--- src/rtl/vend_pkg.sv ---
// vend_pkg: shared states, coin values, item type and price lookup for the vending controller
package vend_pkg;

    typedef enum logic [2:0] {IDLE, CHECK, VEND, CHANGE, CLEAR} vend_state_t;

    typedef logic [1:0] item_t;

    localparam logic [7:0] COIN_5  = 8'd5;
    localparam logic [7:0] COIN_10 = 8'd10;
    localparam logic [7:0] COIN_25 = 8'd25;

    function automatic logic [7:0] price_of(input item_t item, input logic [7:0] p0,
                                            input logic [7:0] p1, input logic [7:0] p2,
                                            input logic [7:0] p3);
        return item == 2'd0 ? p0 : item == 2'd1 ? p1 : item == 2'd2 ? p2 : p3;
    endfunction

endpackage

--- src/rtl/vend_controller_change_dispenser.sv ---
// change_dispenser: greedy 25/10/5 coin payout of a loaded change amount, one coin per ready cycle
module change_dispenser
    import vend_pkg::*;
(
    input  logic       clk,
    input  logic       reset,
    input  logic       load,
    input  logic [7:0] load_value,
    input  logic       coin_ready,
    output logic       coin_out_25,
    output logic       coin_out_10,
    output logic       coin_out_5,
    output logic [7:0] change_due,
    output logic       done
);

    logic [7:0] w_coin;
    logic       w_issue;

    assign done    = change_due < COIN_5;
    assign w_issue = coin_ready && !done && !load;
    assign w_coin  = change_due >= COIN_25 ? COIN_25 : change_due >= COIN_10 ? COIN_10 : COIN_5;

    // Load a new amount, or pay the largest coin that fits and deduct it in the same cycle
    always_ff @(posedge clk) begin
        if (reset) begin
            coin_out_25 <= 1'b0;
            coin_out_10 <= 1'b0;
            coin_out_5  <= 1'b0;
            change_due  <= 8'd0;
        end else begin
            coin_out_25 <= w_issue && w_coin == COIN_25;
            coin_out_10 <= w_issue && w_coin == COIN_10;
            coin_out_5  <= w_issue && w_coin == COIN_5;
            change_due  <= load ? load_value : w_issue ? change_due - w_coin : change_due;
        end
    end

endmodule

--- src/rtl/vend_controller.sv ---
// vend_controller: vending transaction sequencer (select/check/vend/change/clear); STOCK_COUNT_EN adds per-item stock counters and sold_out
module vend_controller
    import vend_pkg::*;
#(
    parameter logic [7:0] PRICE_0    = 8'd65,
    parameter logic [7:0] PRICE_1    = 8'd75,
    parameter logic [7:0] PRICE_2    = 8'd100,
    parameter logic [7:0] PRICE_3    = 8'd125,
    parameter logic [3:0] STOCK_INIT = 4'd8
) (
    input  logic       clk,
    input  logic       reset,
    input  logic [7:0] total,
    input  logic       sel_valid,
    input  logic [1:0] sel_item,
    input  logic       cancel,
    input  logic       vend_ack,
    input  logic       coin_ready,
    output logic       coin_inhibit,
    output logic       clear,
    output logic       vend_req,
    output logic [1:0] vend_item,
    output logic       coin_out_25,
    output logic       coin_out_10,
    output logic       coin_out_5,
    output logic       insufficient,
    output logic [7:0] change_due
`ifdef STOCK_COUNT_EN
    ,
    output logic [3:0] sold_out
`endif
);

    vend_state_t r_state, w_next;
    logic [7:0]  r_snap;
    item_t       r_item;
    logic [7:0]  w_price;
    logic        w_ok;
    logic        w_in_stock;
    logic        w_load;
    logic [7:0]  w_load_value;
    logic        w_insufficient;
    logic        w_done;

    assign w_price = price_of(r_item, PRICE_0, PRICE_1, PRICE_2, PRICE_3);
    assign w_ok    = r_snap >= w_price && w_in_stock;

`ifdef STOCK_COUNT_EN
    logic [3:0] r_stock [4];

    assign w_in_stock = r_stock[r_item] != 4'd0;

    // One stock counter per item, consumed when the mechanism acknowledges a dispense
    always_ff @(posedge clk) begin
        if (reset) begin
            for (int i = 0; i < 4; i++) r_stock[i] <= STOCK_INIT;
        end else if (r_state == VEND && vend_ack && r_stock[r_item] != 4'd0) begin
            r_stock[r_item] <= r_stock[r_item] - 4'd1;
        end
    end

    // Flag every item whose counter has run out
    always_comb begin
        sold_out = 4'd0;
        for (int i = 0; i < 4; i++) sold_out[i] = r_stock[i] == 4'd0;
    end
`else
    assign w_in_stock = 1'b1;
`endif

    change_dispenser u_change (
        .clk        (clk),
        .reset      (reset),
        .load       (w_load),
        .load_value (w_load_value),
        .coin_ready (coin_ready && r_state == CHANGE),
        .coin_out_25(coin_out_25),
        .coin_out_10(coin_out_10),
        .coin_out_5 (coin_out_5),
        .change_due (change_due),
        .done       (w_done)
    );

    // Next state plus the change-load and insufficient decisions for this cycle
    always_comb begin
        w_next         = r_state;
        w_load         = 1'b0;
        w_load_value   = 8'd0;
        w_insufficient = 1'b0;
        case (r_state)
            IDLE: begin
                if (cancel) begin
                    w_next       = CHANGE;
                    w_load       = 1'b1;
                    w_load_value = total;
                end else if (sel_valid) begin
                    w_next = CHECK;
                end
            end
            CHECK: begin
                w_next         = w_ok ? VEND : IDLE;
                w_load         = w_ok;
                w_load_value   = w_ok ? r_snap - w_price : 8'd0;
                w_insufficient = !w_ok;
            end
            VEND:   w_next = vend_ack ? CHANGE : VEND;
            CHANGE: begin
                w_next = w_done ? CLEAR : CHANGE;
                w_load = w_done;
            end
            CLEAR:   w_next = IDLE;
            default: w_next = IDLE;
        endcase
    end

    // State register and registered outputs derived from the upcoming state
    always_ff @(posedge clk) begin
        if (reset) begin
            r_state      <= IDLE;
            r_snap       <= 8'd0;
            r_item       <= 2'd0;
            coin_inhibit <= 1'b0;
            clear        <= 1'b0;
            vend_req     <= 1'b0;
            vend_item    <= 2'd0;
            insufficient <= 1'b0;
        end else begin
            r_state      <= w_next;
            r_snap       <= r_state == IDLE && (cancel || sel_valid) ? total : r_snap;
            r_item       <= r_state == IDLE && !cancel && sel_valid ? sel_item : r_item;
            coin_inhibit <= w_next != IDLE;
            clear        <= w_next == CLEAR;
            vend_req     <= w_next == VEND;
            vend_item    <= r_state == CHECK && w_next == VEND ? r_item : vend_item;
            insufficient <= w_insufficient;
        end
    end

endmodule

--- config.mk ---
export PLATFORM = sky130hd
export DESIGN_NAME = vend_controller
export DESIGN_NICKNAME = d
export VERILOG_FILES = /design/src/rtl/vend_pkg.sv /design/src/rtl/vend_controller_change_dispenser.sv /design/src/rtl/vend_controller.sv
export SDC_FILE = /design/constraint.sdc
export NUM_CORES = 1
export LEC_CHECK = 0
export ABC_AREA = 1
export CAP_MARGIN = 30
export CELL_PAD_IN_SITES_DETAIL_PLACEMENT = 1
export CELL_PAD_IN_SITES_GLOBAL_PLACEMENT = 2
export CORE_ASPECT_RATIO = 2
export CORE_MARGIN = 8
export CORE_UTILIZATION = 29
export DETAILED_ROUTE_END_ITERATION = 7
export PLACE_DENSITY = 0.92
export SYNTH_ARGS = -nofsm -noshare
export SYNTH_HDL_FRONTEND = slang
export SYNTH_SLANG_ARGS = --single-unit
--- constraint.sdc ---
create_clock -name clk -period 2.4 [get_ports clk]
set_input_delay 0.24 -clock clk [delete_from_list [all_inputs] [get_ports clk]]
set_output_delay 0.24 -clock clk [all_outputs]
set_load 0.005 [all_outputs]
==> summary.txt, run 1 <==
Timing
  – Final hold violations: 0
  – Fin crit share: 94.4%
  – Normalized max-slew margin: 77.8%
  – Worst Tran Pin Value: 330 ps
  – Unrepaired setup endpoints after global routing: true
  – Final Max Slew Viols: 0
  – Final period demand of the worst path: 2270 ps
  – Skew final: 2.00 ps
  – Peak Freq: 441 MHz
  – Final setup fails: 0

Place
  – Inst Count DP: 442
  – RD Place Congestion: 0.868
  – Post-DP HPWL: 5330 um
  – PortBufs: 32

Worst setup path
  – FF-to-FF End: u_change.change_due[4]
  – Reg2reg start: u_change.change_due[1]
  – Startpoint Class: flip-flop
  – Critical Path AT: 2450 ps
  – Worst path max stage delay: 350 ps
  – Reg2Reg Setup Slack: 130 ps
  – Max FO, Critical Path: 5
  – Reg2Reg Depth: 14
  – WP data required: 2580 ps
  – Crit Path Class: flip-flop to flip-flop
  – Crit path top cell by count: nand3_1
  – Worst setup EP type: flip-flop
  – Slowest cell on crit path: fa_2
  – CP cell instances: buf_4 -> o21ai_0 -> nand3_1 -> nand2_1 -> ha_1 -> inv_2 -> fa_2 -> nand3_1 -> nand2_1 -> xor2_1 -> nand3_1 -> nand3_1 -> nand2_1 -> inv_1

Flow run
  – Total of max-cap violations: 0

Synthesis
  – Sequential-to-total area share from yosys stat: 29.4%
  – Syn Inst Count: 312
  – Number of synthesized flops with an enable pin: 0
  – Syn Nets: 341
  – Mapped Area: 0.00204 mm2
  – Synth warnings: 0
  – Post-synth cell types: 31
  – Count leader, synth: nand2_1
  – Top cells by count, synth: nand2_1 (76), inv_1 (46), nor2_1 (36), dfxtp_1 (30), nand3_1 (21)
  – Area share of the largest cell type after synthesis: 29.4%
  – Synth area leader: dfxtp_1
  – Synth Flop Type: dfxtp_1
  – Synthesized area per cell: 6.55 um2
  – Seq cells post-synth: 30
  – Leading post-synthesis cells by cell area: dfxtp_1 (29%), nand2_1 (14%), inv_1 (8.4%), ha_1 (6.7%), nor2_1 (6.6%)
  – Post-synth ARST share: 0%

Die
  – Initial Util: 29.7%
  – Die height: 135 um
  – Row cnt: 43
  – Die area: 0.0102 mm2
  – I/O Pins: 33
  – Die W: 75.4 um
  – CORE AREA: 0.00689 mm2

Drt
  – Routed Wire Length: 6550 um
  – Post-route ant nets: 0
  – DR pass1 iterations: 4
  – Drt first-iter violations: 58
  – Vias: 2153
  – Post-DR vias/cell: 4.76
  – Number of remaining DRC errors: 0
  – Drt wl/cell: 14.5 um

Global route
  – GRT Total Usage: 14.1%
  – First-pass GRT wire length: 10800 um
  – Antenna violations before repair: 0
  – Gr ovfl total: 0
  – Vias in the first global route: 2327
  – Largest net degree at the start of global routing: 18

Pwr
  – Total chip power: 3900 uW
  – Pleak: 0.00130 uW
  – Peak VDD IR: 0.439 mV
  – P per Cell Area: 1430 mW/mm2

Clock network
  – Root buffer cell: clkbuf_16
  – TritonCTS sink count: 30
  – CTS H-tree lvls: 2
  – CTS tree: yes
  – Clk pin slew, worst setup/hold paths: 50 ps
  – Worst-skew pair later-pin latency: 280 ps
  – Clock Path Buffers: 2
  – CTS Buf Count: 5

Finish
  – Final #Nets: 390
  – Ant diodes: 0
  – Area grow syn2layout: 33.4%
  – Ratio of cells with drive above 1 in the final layout: 13.8%
  – Non-filler cells, final: 452

Hold path
  – Worst hold path class: flip-flop to flip-flop
  – WHS Endpoint: r_snap[3]
  – Hold path cells: 2
  – Hold Crit Start: r_snap[3]

Status
  – Status: completed
==> timing repair <==
action	CTS	global route
setup buffers	0	2
gates resized for setup	0	9
hold buffers	0	0
endpoints found under the setup margin	0	9
hold endpoints to repair	0	0
==> how the worst max path moves through the flow <==
stage | slack (ps) | startpoint | end
6_report | 130 | u_change.change_due[1] | u_change.change_due[4]
5_1_grt | -70 | u_change.change_due[0] | u_change.change_due[6]
4_1_cts | 70 | u_change.change_due[0] | u_change.change_due[7]
3_5_place_dp | 80 | u_change.change_due[0] | u_change.change_due[6]
3_3_place_gp | 170 | u_change.change_due[6] | u_change.change_due[6]
2_1_floorplan | 210 | u_change.change_due[1] | u_change.change_due[6]
==> cell type report <==
class                   count  area [um2]
clock inverters             2        12.5
flip-flops and latches     30         602
fillers                   935        4160
repair buffers             47         433
clock buffers               6         139
multi-input cells         229        1250
inverters                  48         180
well taps                  90         113
==> logic make-up after synthesis <==
logic type,count (synthesis),share of synthesized area (%)
simple gates,163,36.8
buf+inv,53,10.5
compound gates,49,12.9
flops,30,29.4
fa+ha+maj,13,8.69
xor+xnor,4,1.71
==> sequential cells by signal (all words and copies together), names as in the netlist, 2 cells and up <==
name                 count
r_snap                   8
u_change.change_due      8
r_state                  3
r_item                   2
vend_item                2
==> layer usage <==
layer / part of all wire (%) / vias to the layer above / global-route usage [%]
met5: 0 / - / 0
li1: - / 1097 / -
met1: 33 / 1004 / 11.6
met3: 2.2 / 18 / 1.86
met2: 61 / 34 / 28.2
met4: 4.3 / 0 / 9.16
==> cells in the final DEF (no fill, tap or decap), drive strengths merged, types with 2 or more instances in the layout <==
cell type      instances
nand3                 25
a21oi                 21
ha                    11
inv                   48
nor4                   2
nand4                  4
nand2                 80
dfxtp                 30
nor3                   6
xor2                   4
clkdlybuf4s50         32
fa                     2
o21ai                 25
nor2                  43
clkbuf                 6
buf                   15
==> worst max-delay path, delay by kind of cell, from the launching register on <==
kind                     cells  cell delay, ps
AND/OR/NAND/NOR              7             750
adder cells (fa/ha/maj)      2             510
flip-flops                   1             320
buffers and inverters        3             250
XOR/XNOR                     1             170
AO/OA/AOI/OAI                1             160
==> stage by stage <==
step / setup slack, ps / area, um2 / hold slack [ps] / util [%] / setup TNS [ps]
after global routing: -74.2 / 2730 / 475 / 39.6 / -129
after detailed placement: 80.0 / 2540 / 444 / 36.9 / 0
after CTS: 69.4 / 2690 / 453 / 39.1 / 0
final: 135 / 2730 / 451 / 39.6 / 0
after global placement: 165 / 2540 / 438 / 36.9 / 0
after floorplan: 214 / 2040 / 319 / - / 0
==> power by group <==
part	internal, uW	switching, uW	total, uW
logic	1040	1460	2500
registers	636	123	759
clock network	410	234	644
Power figures use the tool's default switching activity.
==> inputs of run 2 (changes only) <==
--- a/config.mk
+++ b/config.mk
@@ -17,3 +17,4 @@
 export SYNTH_ARGS = -nofsm -noshare
 export SYNTH_HDL_FRONTEND = slang
 export SYNTH_SLANG_ARGS = --single-unit
+export TNS_END_PERCENT = 20
==> constraint.sdc (replaced) <==
create_clock -name clk -period 2.4 [get_ports clk]
set_input_delay 0.24 -clock clk [delete_from_list [all_inputs] [get_ports clk]]
set_output_delay 0.24 -clock clk [all_outputs]
set_load 0.02 [all_outputs]
==> run 2 against run 1 <==
Non-clock buffer count unchanged. Sequential share of layout area unchanged. Via count about the same. Register-to-register slack got worse by 20 ps. Core utilization unchanged. Die area unchanged. Flip-flop and latch count unchanged. Setup slack got worse by 18 ps. Clock skew about the same. First-iteration DRC count increased by 3.4%. Worst hold slack about the same. Critical path type unchanged.
==> summary.txt, run 2 (synthesis gave the netlist of run 1 again) <==
Status
  – Status: completed

Timing
  – Final setup fails: 0
  – Peak Freq: 438 MHz
  – Final period demand of the worst path: 2280 ps
  – Final Max Slew Viols: 0
  – Final hold violations: 0
  – Fin crit share: 95.2%
  – WHS: 451 ps
  – Unrepaired setup endpoints after global routing: true
  – Skew final: 1.99 ps
  – Worst Tran Pin Value: 330 ps
  – Normalized max-slew margin: 77.8%

Pwr
  – Peak VDD IR: 0.441 mV
  – P per Cell Area: 1460 mW/mm2
  – Total chip power: 3990 uW
  – Pleak: 0.00130 uW

Place
  – PortBufs: 32
  – Post-DP HPWL: 5330 um
  – Cell area after placement: 0.00254 mm2
  – RD Place Congestion: 0.868

Clock network
  – CTS H-tree lvls: 2
  – Clock Path Buffers: 2
  – Clk pin slew, worst setup/hold paths: 50 ps
  – Worst-skew pair later-pin latency: 280 ps
  – CTS tree: yes
  – TritonCTS sink count: 30
  – Root buffer cell: clkbuf_16
  – CTS Buf Count: 5

Worst setup path
  – Crit Path Class: flip-flop to flip-flop
  – Max FO, Critical Path: 5
  – Worst setup EP type: flip-flop
  – Reg2Reg Setup Slack: 120 ps
  – WP data required: 2580 ps
  – Critical Path AT: 2470 ps
  – Startpoint Class: flip-flop

Global route
  – First-pass GRT wire length: 10800 um
  – Gr ovfl total: 0
  – GRT Total Usage: 14.1%
  – Largest net degree at the start of global routing: 18
  – Antenna violations before repair: 0
  – Vias in the first global route: 2327

Finish
  – Final #Nets: 390
  – Commonest non-fill, non-tap cell in the layout: nand2_1
  – Ratio of cells with drive above 1 in the final layout: 13.5%
  – Fill cells: 935
  – Commonest non-fill, non-tap cells in the layout: nand2_1 (76), inv_1 (45), nor2_1 (35)
  – Fin util: 39.6%
  – Area grow syn2layout: 33.4%
  – Final instance area: 0.00273 mm2
  – Biggest regs: r_snap (8), u_change.change_due (8), r_state (3)
  – Ant diodes: 0

Drt
  – DR pass1 iterations: 4
  – Post-DR vias/cell: 4.76
  – Drt wl/cell: 14.5 um
  – Vias: 2152
  – Post-route ant nets: 0
  – Drt first-iter violations: 60
  – Number of remaining DRC errors: 0
  – Routed Wire Length: 6550 um

Hold path
  – Worst hold path class: flip-flop to flip-flop

Die
  – Die W: 75.4 um
  – CORE AREA: 0.00689 mm2
  – Die height: 135 um
  – Initial Util: 29.7%
  – Die area: 0.0102 mm2
  – Row cnt: 43
  – I/O Pins: 33

Flow run
  – Total of max-cap violations: 0
-- run 2: area by class of cell --
| class | count | area (um2) | share of cell area, % |
|---|---|---|---|
| Clock buffer | 6 | 139 | 5.09 |
| Clock inverter | 2 | 12.5 | 0.459 |
| Inverter | 48 | 180 | 6.61 |
| Sequential cell | 30 | 602 | 22.1 |
| Timing Repair Buffer | 47 | 433 | 15.9 |
| Tap cell | 90 | 113 | 4.13 |
| Multi-Input combinational cell | 229 | 1250 | 45.8 |
-- run 2: layer usage --
layer	up-vias	part of all wire, %	GRT usage (%)
met5	-	0	0
met4	0	4.3	9.16
met3	18	2.2	1.86
met2	34	61	28.2
met1	1003	33	11.6
li1	1097	-	-
-- run 2: critical path, stage by stage, from the launching register on --
cell and delay, ps:
dfxtp_1 320, buf_4 160, o21ai_0 160, nand3_1 140, nand2_1 130, ha_1 150, inv_1 80, fa_2 360
nand3_1 100, nand2_1 110, xor2_1 170, nand3_1 110, nand3_1 80, nand2_1 80, inv_1 30
-- run 2: report_power, final --
| part | internal, uW | switching [uW] | leakage (uW) | total [uW] |
|---|---|---|---|---|
| combinational | 1040 | 1550 | 0.000982 | 2590 |
| sequential | 636 | 123 | 0.000247 | 759 |
| clock | 410 | 235 | 0.0000729 | 645 |
-- run 2: stage by stage --
step,cells,TNS (ps),worst slack (ps)
finish,452,0,116
global route,452,-244,-137
CTS,450,0,69.4
detailed placement,442,0,80.0
global placement,442,0,165
floorplan,312,0,127
-- run 2: final timing paths --
check | from | end | depth (start not counted)
worst max-delay path | u_change.change_due[1] | u_change.change_due[4] | 14
worst min-delay path | r_snap[3] | r_snap[3] | 2
worst max register to register | u_change.change_due[1] | u_change.change_due[4] | 14
worst min register to register | r_snap[3] | r_snap[3] | 2
-- run 2: what timing repair did --
item | in CTS | in global routing
hold buffers | 0 | 0
setup buffers | 0 | 2
endpoints found under the setup margin | 0 | 9
gates resized for setup | 0 | 8
